<file path="src/rtl/sdram_port_arbiter.sv">
// sdram_port_arbiter
//
// Shares one SDRAM controller write channel and one read channel between two
// clients. Port 0 is the capture stream and port 1 is the host/readout path.
// Each channel has a round-robin arbiter with a bounded grant hold, so that
// consecutive beats from one port tend to stay in one open row. Read data is
// returned in order. A 1-bit port-tag FIFO records which port issued each
// outstanding read and steers the returned data back to that port.
//
// Optional build macro:
//   SDRAM_ARB_P0_PRIO_EN - the write channel uses fixed priority instead:
//                          port 0 wins whenever p0_wvalid is high. The read
//                          channel is unaffected.
//
// Ports:
//   clk, rst                      controller clock; synchronous active-high reset
//   pK_awaddr/wdata/wvalid/wready client write channel, K = 0, 1
//   pK_araddr/arvalid/arready     client read request channel
//   pK_rdata/rvalid               client read return (rdata is shared)
//   s_awaddr/wdata/wvalid/wready  controller write channel
//   s_araddr/arvalid/arready      controller read request channel
//   s_rdata/rvalid                controller read return
//   rd_err                        sticky flag: read data returned with no read outstanding
module sdram_port_arbiter #(
  parameter int unsigned MAX_HOLD = 8,
  parameter int unsigned RD_DEPTH = 8
) (
  input  logic        clk,
  input  logic        rst,
  input  logic [23:0] p0_awaddr,
  input  logic [15:0] p0_wdata,
  input  logic        p0_wvalid,
  output logic        p0_wready,
  input  logic [23:0] p0_araddr,
  input  logic        p0_arvalid,
  output logic        p0_arready,
  output logic [15:0] p0_rdata,
  output logic        p0_rvalid,
  input  logic [23:0] p1_awaddr,
  input  logic [15:0] p1_wdata,
  input  logic        p1_wvalid,
  output logic        p1_wready,
  input  logic [23:0] p1_araddr,
  input  logic        p1_arvalid,
  output logic        p1_arready,
  output logic [15:0] p1_rdata,
  output logic        p1_rvalid,
  output logic [23:0] s_awaddr,
  output logic [15:0] s_wdata,
  output logic        s_wvalid,
  input  logic        s_wready,
  output logic [23:0] s_araddr,
  output logic        s_arvalid,
  input  logic        s_arready,
  input  logic [15:0] s_rdata,
  input  logic        s_rvalid,
  output logic        rd_err
);

  localparam int unsigned HW = $clog2(MAX_HOLD) + 1;
  localparam int unsigned PW = $clog2(RD_DEPTH);
  localparam logic [HW-1:0] HoldOne = HW'(1);
  localparam logic [HW-1:0] HoldMax = HW'(MAX_HOLD);
  localparam logic [PW:0]   CntFull = (PW + 1)'(RD_DEPTH);

  // Keep the current selection while it is requesting. Otherwise hand the
  // grant to the other port if that port is requesting.
  function automatic logic grant(input logic sel, input logic [1:0] valid);
    if (!valid[sel] && valid[~sel]) return ~sel;
    return sel;
  endfunction

  // Next {sel, hold}. hold counts consecutive beats accepted for sel. Once
  // MAX_HOLD beats have gone through while the other port waits, the grant
  // is handed over.
  function automatic logic [HW:0] arb_next(input logic sel, input logic [HW-1:0] hold,
                                           input logic [1:0] valid, input logic g,
                                           input logic hs);
    logic          sel_n;
    logic [HW-1:0] hold_n;
    logic [HW:0]   inc;
    sel_n  = sel;
    hold_n = hold;
    inc    = {1'b0, hold} + {1'b0, HoldOne};
    if (hs) begin
      if (g != sel) begin
        sel_n  = g;
        hold_n = HoldOne;
      end else if (valid[~sel] && (inc >= {1'b0, HoldMax})) begin
        sel_n  = ~sel;
        hold_n = '0;
      end else if (hold < HoldMax) begin
        hold_n = inc[HW-1:0];
      end
    end else if (!valid[sel]) begin
      hold_n = '0;
    end
    return {sel_n, hold_n};
  endfunction

  // ---------------------------------------------------------------------------
  // Write channel
  // ---------------------------------------------------------------------------
  logic [1:0] w_valid;
  logic       wg;
  logic       w_hs;

  assign w_valid = {p1_wvalid, p0_wvalid};

`ifdef SDRAM_ARB_P0_PRIO_EN
  // Fixed priority needs no arbitration state.
  assign wg = p0_wvalid ? 1'b0 : p1_wvalid;
`else
  logic          wsel_q, wsel_d;
  logic [HW-1:0] whold_q, whold_d;

  assign wg                 = grant(wsel_q, w_valid);
  assign {wsel_d, whold_d}  = arb_next(wsel_q, whold_q, w_valid, wg, w_hs);

  always_ff @(posedge clk) begin
    if (rst) begin
      wsel_q  <= 1'b0;
      whold_q <= '0;
    end else begin
      wsel_q  <= wsel_d;
      whold_q <= whold_d;
    end
  end
`endif

  assign s_awaddr  = wg ? p1_awaddr : p0_awaddr;
  assign s_wdata   = wg ? p1_wdata : p0_wdata;
  assign s_wvalid  = !rst && w_valid[wg];
  assign p0_wready = !rst && s_wready && !wg;
  assign p1_wready = !rst && s_wready && wg;
  assign w_hs      = s_wvalid && s_wready;

  // ---------------------------------------------------------------------------
  // Read request channel
  // ---------------------------------------------------------------------------
  logic [1:0]    r_valid;
  logic          rg;
  logic          r_hs;
  logic          rsel_q, rsel_d;
  logic [HW-1:0] rhold_q, rhold_d;
  logic          tag_full;
  logic          tag_empty;

  assign r_valid           = {p1_arvalid, p0_arvalid};
  assign rg                = grant(rsel_q, r_valid);
  assign {rsel_d, rhold_d} = arb_next(rsel_q, rhold_q, r_valid, rg, r_hs);

  // Full blocks new requests even if a pop happens in the same cycle. This
  // keeps the ready path independent of s_rvalid.
  assign s_araddr   = rg ? p1_araddr : p0_araddr;
  assign s_arvalid  = !rst && r_valid[rg] && !tag_full;
  assign p0_arready = !rst && s_arready && !tag_full && !rg;
  assign p1_arready = !rst && s_arready && !tag_full && rg;
  assign r_hs       = s_arvalid && s_arready;

  // ---------------------------------------------------------------------------
  // Port-tag FIFO and return routing
  // ---------------------------------------------------------------------------
  logic [RD_DEPTH-1:0] tag_mem_q;
  logic [PW-1:0]       wr_ptr_q, rd_ptr_q;
  logic [PW:0]         cnt_q, cnt_d;
  logic                rd_err_q, rd_err_d;
  logic                pop;
  logic                head;

  assign tag_full  = (cnt_q == CntFull);
  assign tag_empty = (cnt_q == '0);
  assign pop       = !rst && s_rvalid && !tag_empty;
  assign head      = tag_mem_q[rd_ptr_q];

  always_comb begin
    cnt_d = cnt_q;
    unique case ({r_hs, pop})
      2'b10:   cnt_d = cnt_q + (PW + 1)'(1);
      2'b01:   cnt_d = cnt_q - (PW + 1)'(1);
      default: cnt_d = cnt_q;
    endcase
  end

  assign rd_err_d = rd_err_q || (s_rvalid && tag_empty);

  always_ff @(posedge clk) begin
    if (rst) begin
      rsel_q    <= 1'b0;
      rhold_q   <= '0;
      tag_mem_q <= '0;
      wr_ptr_q  <= '0;
      rd_ptr_q  <= '0;
      cnt_q     <= '0;
      rd_err_q  <= 1'b0;
    end else begin
      rsel_q   <= rsel_d;
      rhold_q  <= rhold_d;
      cnt_q    <= cnt_d;
      rd_err_q <= rd_err_d;
      if (r_hs) begin
        tag_mem_q[wr_ptr_q] <= rg;
        wr_ptr_q            <= wr_ptr_q + PW'(1);
      end
      if (pop) begin
        rd_ptr_q <= rd_ptr_q + PW'(1);
      end
    end
  end

  assign p0_rdata  = s_rdata;
  assign p1_rdata  = s_rdata;
  assign p0_rvalid = pop && !head;
  assign p1_rvalid = pop && head;
  assign rd_err    = rd_err_q;

endmodule

</file>
<file path="config.mk">
export PLATFORM = sky130hd
export DESIGN_NAME = sdram_port_arbiter
export DESIGN_NICKNAME = d
export VERILOG_FILES = /design/src/rtl/sdram_port_arbiter.sv
export SDC_FILE = /design/constraint.sdc
export NUM_CORES = 1
export LEC_CHECK = 0
export BUFFER_PORTS_ARGS = -buffer_cell sky130_fd_sc_hd__buf_2
export CELL_PAD_IN_SITES_DETAIL_PLACEMENT = 0
export CELL_PAD_IN_SITES_GLOBAL_PLACEMENT = 1
export CORE_AREA = 2 2 107 109
export CTS_CLUSTER_DIAMETER = 150
export DETAILED_ROUTE_END_ITERATION = 7
export DIE_AREA = 0 0 109 111
export PLACE_DENSITY_LB_ADDON = 0.1
export SLEW_MARGIN = 20
export SYNTH_ARGS = -nofsm -noshare
export SYNTH_HDL_FRONTEND = slang
export SYNTH_SLANG_ARGS = --single-unit
</file>
<file path="constraint.sdc">
create_clock -name clk -period 5 [get_ports clk]
set_clock_uncertainty 0.1 [all_clocks]
set_input_delay 0.5 -clock clk [delete_from_list [all_inputs] [get_ports clk]]
set_output_delay 0.5 -clock clk [all_outputs]
set_load 0.02 [all_outputs]
</file>
### Word-level counts from Yosys, hierarchy flattened

Cells that the tools add are included.

| storage, ports and cells | value |
|---|---|
| flip-flop bits (word level) | 29 |
| RAM bits | 0 |
| output and inout port bits | 105 |
| logic and storage cells | 119 |
| memories kept | 0 |
| ROM bits | 0 |
| bits of input ports | 153 |
| latch bits | 0 |

| cells by class | value |
|---|---|
| multiply operators | 0 |
| shift-type cells | 0 |
| mux-type cells | 41 |
| equal/unequal tests | 9 |
| bitwise operators | 2 |
| add/subtract/negate cells | 6 |
| reductions and logical operators | 39 |
| magnitude comparators | 13 |
| div/mod/pow operators | 0 |

Operators by type and width:

| kind | count |
|---|---|
| 24-bit 2-to-1 mux | 2 |
| 4-bit 2-to-1 mux | 10 |
| 1-bit 2-to-1 mux | 24 |
| 1-bit logical AND | 22 |
| 16-bit 2-to-1 mux | 1 |
| 1-bit by 2-bit < comparator with 1-bit output (second input constant) | 6 |
| 4-bit by 1-bit adder with 5-bit output (second input constant) | 2 |
| 5-bit by 4-bit >= comparator with 1-bit output (second input constant) | 2 |
| 8-bit bitwise mux | 1 |
| 1-bit logical NOT | 8 |
| 3-bit by 4-bit < comparator with 1-bit output (second input constant) | 2 |
| 4-bit < comparator (second input constant) | 2 |
| 4-bit by 1-bit inequality test with 1-bit output (second input constant) | 2 |
| 4-bit one-hot mux with 2 select lines | 1 |
| 2-bit AND reduction | 4 |
| 3-bit by 1-bit adder with 3-bit output (second input constant) | 2 |
| 2-bit nonzero test | 3 |
| 4-bit by 1-bit adder with 4-bit output (second input constant) | 1 |
| 4-bit == test (second input constant) | 1 |
| 4-bit logical NOT | 1 |
| 2-bit inequality test (second input constant) | 2 |
| 4-bit by 1-bit subtractor with 4-bit output (second input constant) | 1 |
| 1-bit binary-select mux with 3-bit select | 1 |
| 1-bit demux with 3-bit select | 1 |
| other kinds (6) | 8 |

### Longest topological paths before layout

Gate-level depths: netlist of the first run.

| depth | value |
|---|---|
| depth in word-level cells | 13 |
| depth in mapped cells | 14 |
| depth with buffers taken out | 14 |

### Least setup slack after synthesis of the first run

Ideal clock, no wire load.

| timing path | value |
|---|---|
| path type | in2reg |
| from | input port p0_arvalid |
| to | register cnt_q[2] |
| required time | 4.830 ns |
| buffers on the path | 0 |
| library setup time | 0.070 ns |
| data arrival time | 2.980 ns |
| setup slack | 1.850 ns |
| cell stages on the path | 14 |
| cells stage by stage | inv_1 nand2_1 o21a_1 ha_1 mux2i_1 nor3b_4 inv_4 ha_1 xor2_1 ha_1 a21oi_1 xor2_1 or3_1 a21oi_1 |

| on the way | value |
|---|---|
| word-level cells in the longest chain between the ends | 13 |
| elaborated cells between the ends (all ways) | 17 |
| those cells by class | 2 x eq/ne; 9 x mux; 6 x reduce/logical |

RTL lines:

| element | RTL line | source |
|---|---|---|
| start, declared | 35 | `input logic p0_arvalid,` |
| 1-bit 2-to-1 mux (implied by the code) (2 in series) | 69 | `if (!valid[sel] && valid[~sel]) return ~sel;` |
| 1-bit logical NOT | -- |  |
| 1-bit logical AND (*) | 69 |  |
| 1-bit 2-to-1 mux (*) | 69 |  |
| 1-bit 2-to-1 mux (*) | 70 | `return sel;` |
| net rg | 142 | `logic rg;` |
| 1-bit 2-to-1 mux (implied by the code) (*) (2 in series) | 156 | `assign s_arvalid = !rst && r_valid[rg] && !tag_full;` |
| 1-bit logical AND (*) (2 in series) | 156 |  |
| 1-bit logical AND (*) | 159 | `assign r_hs = s_arvalid && s_arready;` |
| 2-bit by 1-bit == test with 1-bit output / 2-bit == test (equally long branches) | 178 | `unique case ({r_hs, pop})` |
| 4-bit one-hot mux with 2 select lines / 2-bit nonzero test (equally long branches) | -- |  |
| end signal, assigned | 199 | `cnt_q <= cnt_d;` |
| end, declared | 166 | `logic [PW:0] cnt_q, cnt_d;` |

The timed path passes the listed nets; every way through them passes the cells marked *. The select of a mux whose other input is x is not followed.
A chain may end at the register's enable or synchronous reset.

### Final worst setup path of the first run

| timing path | value |
|---|---|
| from | register wsel_q |
| to | output port s_awaddr[20] |

| on the way | value |
|---|---|
| word-level cells in the longest chain between the ends | 7 |
| elaborated cells between the ends (all ways) | 11 |
| those cells by class | 8 x mux; 1 x bitwise; 2 x reduce/logical |

RTL lines:

| element | RTL line | source |
|---|---|---|
| start, declared | 114 | `logic wsel_q, wsel_d;` |
| start signal, assigned | 125 | `wsel_q <= wsel_d;` |
| 1-bit 2-to-1 mux (implied by the code) (2 in series) | 69 |  |
| 1-bit logical NOT | -- |  |
| 1-bit logical AND | 69 |  |
| 1-bit 2-to-1 mux | 69 |  |
| 1-bit 2-to-1 mux (*) | 70 |  |
| 24-bit 2-to-1 mux (*) | 131 | `assign s_awaddr = wg ? p1_awaddr : p0_awaddr;` |
| end, declared | 48 | `output logic [23:0] s_awaddr,` |

Mark *: on every way between the ends. The rest lies on a longest branch, timed or not. The select of a mux whose other input is x is not followed.

==> results of run 1 <==
[final timing paths]
| kind | endpoint | slack, ps | startpoint | cells past startpoint |
|---|---|---|---|---|
| hold reg to reg | rd_err | 370 | rd_err | 2 |
| setup / recovery | s_awaddr[20] | 1720 | wsel_q | 5 |
| setup reg to reg | cnt_q[2] | 1720 | rsel_q | 13 |
| hold / removal | rd_err | 370 | rd_err | 2 |
[tightest hold or removal path, stage by stage (launching register included)]
cell	delay, ps
dfxtp_1	320
a21oi_1	40
nor2_1	70
[registers in the layout, indices dropped and copies added (netlist names)]
register / count
cnt_q: 4
rd_err: 1
rd_ptr_q: 3
rhold_q: 4
rsel_q: 1
tag_mem_q: 8
whold_q: 4
wr_ptr_q: 3
wsel_q: 1
[stage by stage]
step / hold slack (ps) / setup slack (ps) / power [mW] / util
6_report: 373.6 / 1718 / 0.9609 / 0.3681
5_1_grt: 382.8 / 1425 / 1.009 / 0.3681
4_1_cts: 372.2 / 1651 / 0.9749 / 0.3681
2_1_floorplan: 355.2 / 1850 / 0.5223 / -
3_3_place_gp: 342.7 / 1558 / 0.6177 / 0.3525
3_5_place_dp: 370.3 / 1478 / 0.6169 / 0.3525
[per-layer routing]
layer / part of all wire / GRT usage / vias to the layer above
met5: 0 / 0 / -
met4: 0.010 / 0.04103 / 0
met3: 0.059 / 0.02763 / 7
met2: 0.54 / 0.2650 / 97
met1: 0.39 / 0.1689 / 1383
li1: - / - / 1516
[power by group]
part | total (mW) | internal (mW) | switching, mW
Combinational | 0.355 | 0.164 | 0.191
Sequential | 0.253 | 0.239 | 0.0144
Clock | 0.353 | 0.248 | 0.104
[cell type report]
class	instances	area, sq um	area share
clock buffers	7	142.6	0.03498
clock inverters	1	30.03	0.007364
inverters	9	36.28	0.008898
multi-input cells	252	2048	0.5023
flip-flops and latches	29	580.6	0.1424
well taps	143	178.9	0.04388
repair buffers	211	1061	0.2602
[Yosys cell counts, types with 2 or more instances]
| cell type | number |
|---|---|
| a211oi_1 | 3 |
| a211oi_2 | 2 |
| a21oi_1 | 14 |
| a31oi_1 | 5 |
| and2_1 | 3 |
| and4b_1 | 2 |
| buf_1 | 5 |
| buf_2 | 4 |
| buf_4 | 32 |
| clkbuf_1 | 11 |
| dfxtp_1 | 29 |
| ha_1 | 13 |
| inv_1 | 8 |
| mux2_2 | 65 |
| mux2i_1 | 13 |
| mux4_2 | 2 |
| nand2_1 | 19 |
| nand2b_1 | 10 |
| nand3_1 | 8 |
| nand3b_1 | 3 |
| nand4_1 | 2 |
| nand4b_1 | 4 |
| nor2_1 | 30 |
| nor2b_1 | 3 |
| nor3_1 | 4 |
| nor3b_1 | 3 |
| nor4_1 | 2 |
| nor4b_4 | 2 |
| o21a_1 | 2 |
| o21ai_0 | 12 |
| or3_1 | 2 |
| xnor2_1 | 2 |
| xor2_1 | 6 |
[cells by family after synthesis]
| kind of cell | share of synthesized area |
|---|---|
| and+or+nand+nor | 0.2039 |
| muxes | 0.3030 |
| xor gates and xnor gates | 0.02340 |
| buffers and inverters | 0.1229 |
| DFF | 0.1939 |
| adders and majority gates | 0.05433 |
| AOI/OAI and AO/OA | 0.09862 |
==> results.cfg, run 1 <==
[critical_path]
cp-end-kind = output pin
cp_top_family = adder cells
cp.arrival_ps = 2680
cp.required_ps = 4400
crit_slowest_cell = ha_2
path_buf_inv = 1
worstSetupPathType = register to output pin
crit_fanout = 49
cp_cell_sequence = nand2_1 > o22a_1 > ha_2 > mux2_2 > buf_2
cp-start-kind = register
slowest_delay_ps = 1000

[route]
first_iter_violations = 107
via_count = 3003
routedWlPerCell_um = 13.62
viasPerCell = 4.606
drc_errors = 0
dr.pass1.iters = 4
drt_wl_total_um = 8877
ant_nets = 0

[floorplanning]
die_x_um = 109
core.rowCount = 39
start_util = 0.2703
ios = 258
die_area_sq_mm = 0.01210
core-area_sq_mm = 0.01108
die_h_um = 111

[final_layout]
final_cells = 652
layout.cells.most_common = buf_2
layout_common_cells = 209 x buf_2, 65 x mux2_2, 30 x nor2_1, 29 x dfxtp_1, 19 x nand2_1
fin_nets = 674
finalInstanceArea_sq_mm = 0.004078
synthToLayoutAreaGrowth_pct = 36.19
fillers = 1149
diodes = 0
drive_above_1_share = 0.5815

[yosys]
synth_edf_count = 0
ys_async_sr_fraction = 0
avgSynthCellArea_sq_um = 8.729
synthTopCellsByArea = mux2_2 24%, dfxtp_1 19%, buf_4 8.0%
yosysWarningCount = 0
synth.net_count = 509
syn_area_sq_mm = 0.002994
ys.flop_type = dfxtp_1
synth_top_cell_by_area = mux2_2
yosys_register_bits = 29
synth_cell_types = 51
seq_area_frac_synth = 0.1939
synth_top_area_share = 0.2445
syn_inst = 343

[placed_design]
place_inst = 644
dpl.hpwl_um = 7222
postPlaceCellArea_sq_mm = 0.003905
place.gp.congestion = 0.8008
numPortBuffers = 209

[sta]
rsz0062_at_grt = no
setup_viol = 0
hold_viol = 0
min_period_over_period = 0.6564
max_freq_mhz = 304.7
tightest_slew_ps = 1006
slew_headroom = 0.3294
finalSetupTns_ps = 0
layout_min_cycle_time_ps = 3282
drv_slew = 0

[grt]
grt_usage = 0.1453
overflow = 0
grt_pass1_vias = 2935
antenna_found_initial = 0
grt_max_degree = 50
grt_pass1_wl_um = 14130

[cts]
holdBufCountCts = 0
cts_max_level = 2
cts_made_buffers = 5
clkTransAtPathRegs_ps = 50
cts_buffer_depth = 2
cts_tree = built
cts_resized = 0
clk_latency_ps = 280
clock-root-buffer = clkbuf_16
clock-sinks = 29
post_cts_buffers = 0

[min_path]
min_path_type = register to register

[outcome]
status = finished, final reports clean

[power]
max-vdd-ir-drop_v = 0.0001290
p_leak_nw = 1.897
p_per_area_mw_per_mm2 = 235.6

[flow_run]
drv_cap = 0
(Power assumes the default switching activity.)
==> inputs of run 2 (changes only) <==
--- a/config.mk
+++ b/config.mk
@@ -8,10 +8,10 @@
 export BUFFER_PORTS_ARGS = -buffer_cell sky130_fd_sc_hd__buf_2
 export CELL_PAD_IN_SITES_DETAIL_PLACEMENT = 0
 export CELL_PAD_IN_SITES_GLOBAL_PLACEMENT = 1
-export CORE_AREA = 2 2 107 109
+export CORE_AREA = 2 2 118 120
 export CTS_CLUSTER_DIAMETER = 150
 export DETAILED_ROUTE_END_ITERATION = 7
-export DIE_AREA = 0 0 109 111
+export DIE_AREA = 0 0 120 122
 export PLACE_DENSITY_LB_ADDON = 0.1
 export SLEW_MARGIN = 20
 export SYNTH_ARGS = -nofsm -noshare
==> constraint.sdc (replaced) <==
create_clock -name clk -period 2.7 [get_ports clk]
set_clock_uncertainty 0.1 [all_clocks]
set_input_delay 0.27 -clock clk [delete_from_list [all_inputs] [get_ports clk]]
set_output_delay 0.27 -clock clk [all_outputs]
set_load 0.02 [all_outputs]
==> results.cfg, run 2 (same netlist as run 1, synthesis figures left out) <==
[outcome]
status = finished, final reports clean

[power]
power_mw = 1.677
max-vdd-ir-drop_v = 0.0001906
p_leak_nw = 1.982
p_per_area_mw_per_mm2 = 392.0

[placed_design]
place_ws_ps = -24.39
numPortBuffers = 209
dpl.hpwl_um = 7536
place_inst = 698
postPlaceCellArea_sq_mm = 0.004124
place.gp.congestion = 0.7653

[critical_path]
crit_fanout = 44
cp-end-kind = output pin
worstSetupPathType = register to output pin
cp.required_ps = 2330
cp-start-kind = register
cp.arrival_ps = 2190

[cts]
clock-root-buffer = clkbuf_16
cts_tree = built
clk_latency_ps = 270
clkTransAtPathRegs_ps = 50
cts_made_buffers = 5
clock-sinks = 29
holdBufCountCts = 0
cts_max_level = 2
cts_buffer_depth = 2

[final_layout]
final_cells = 707
diodes = 0
fin_nets = 692
layout.cells.most_common = buf_2
top_register = tag_mem_q
layout_common_cells = 209 x buf_2, 65 x mux2_2, 30 x nor2_1, 27 x dfxtp_1
synthToLayoutAreaGrowth_pct = 42.87
largest_reg_flops = 8
finalInstanceArea_sq_mm = 0.004278
fillers = 1456
drive_above_1_share = 0.6091

[floorplanning]
ios = 258
core-area_sq_mm = 0.01350
die_x_um = 120
core.rowCount = 43
start_util = 0.2217
die_h_um = 122
die_area_sq_mm = 0.01464

[route]
drc_errors = 0
drt_wl_total_um = 9120
routedWlPerCell_um = 12.90
viasPerCell = 4.276
ant_nets = 0
first_iter_violations = 69
via_count = 3023
dr.pass1.iters = 4

[sta]
min_period_over_period = 0.9472
hold_slack_ps = 144.8
tightest_slew_ps = 509.4
layout_min_cycle_time_ps = 2557
rsz0062_at_grt = yes
hold_viol = 0
setup_viol = 0
slew_headroom = 0.6604
max_freq_mhz = 391.0
setup_ws_ps = 142.6
drv_slew = 0

[flow_run]
drv_cap = 0

[grt]
grt_pass1_wl_um = 14040
grt_pass1_vias = 2877
grt_max_degree = 45
overflow = 0
grt_usage = 0.1175
antenna_found_initial = 0

[min_path]
min_path_type = primary input to register
run 2: critical path, stage by stage, from the launching register on:
cell     delay [ps]
dfxtp_2         420
nand2_1          70
o22a_1          210
ha_2            420
buf_12          250
mux2_2          360
buf_2           160
run 2: routing by layer:
layer  track usage  vias up  routed length (um)
met5             0        -                   0
met4       0.02868        0                  83
met3       0.02060        5                 441
met2        0.2216       81                4978
met1        0.1370     1387                3617
li1              -     1550                   -
run 2: power breakdown:
part / switching (mW) / total [mW] / internal (mW)
Clock: 0.182 / 0.519 / 0.337
Combinational: 0.364 / 0.694 / 0.330
Sequential: 0.0209 / 0.464 / 0.443
run 2: final cells by class:
type,instances,area (sq um),area share
multi-input combinational,252,2086,0.4876
timing repair buffer,229,1209,0.2825
sequential,29,583.1,0.1363
tap,180,225.2,0.05265
clock buffer,6,128.9,0.03013
inverter,9,36.28,0.008482
clock inverter,2,10.01,0.002340
run 2: worst paths after layout:
kind,to,cells past startpoint,start,slack (ps)
min reg2reg,rd_err,2,rd_err,370
max reg2reg,cnt_q[2],13,rsel_q,160
min,rd_err,3,s_rvalid,140
max,s_awaddr[13],6,wsel_q,140
run 2: metrics by stage:
step / TNS [ps] / utilization
2_1_floorplan: -114.6 / -
6_report: 0 / 0.3168
3_5_place_dp: -38.66 / 0.3054
3_3_place_gp: 0 / 0.3054
4_1_cts: 0 / 0.3157
5_1_grt: -19.67 / 0.3168
run 2: repair_timing:
item,4_1_cts,5_1_grt
gates resized for setup,0,3
buffers inserted,0,1
endpoints found under the setup margin,0,44
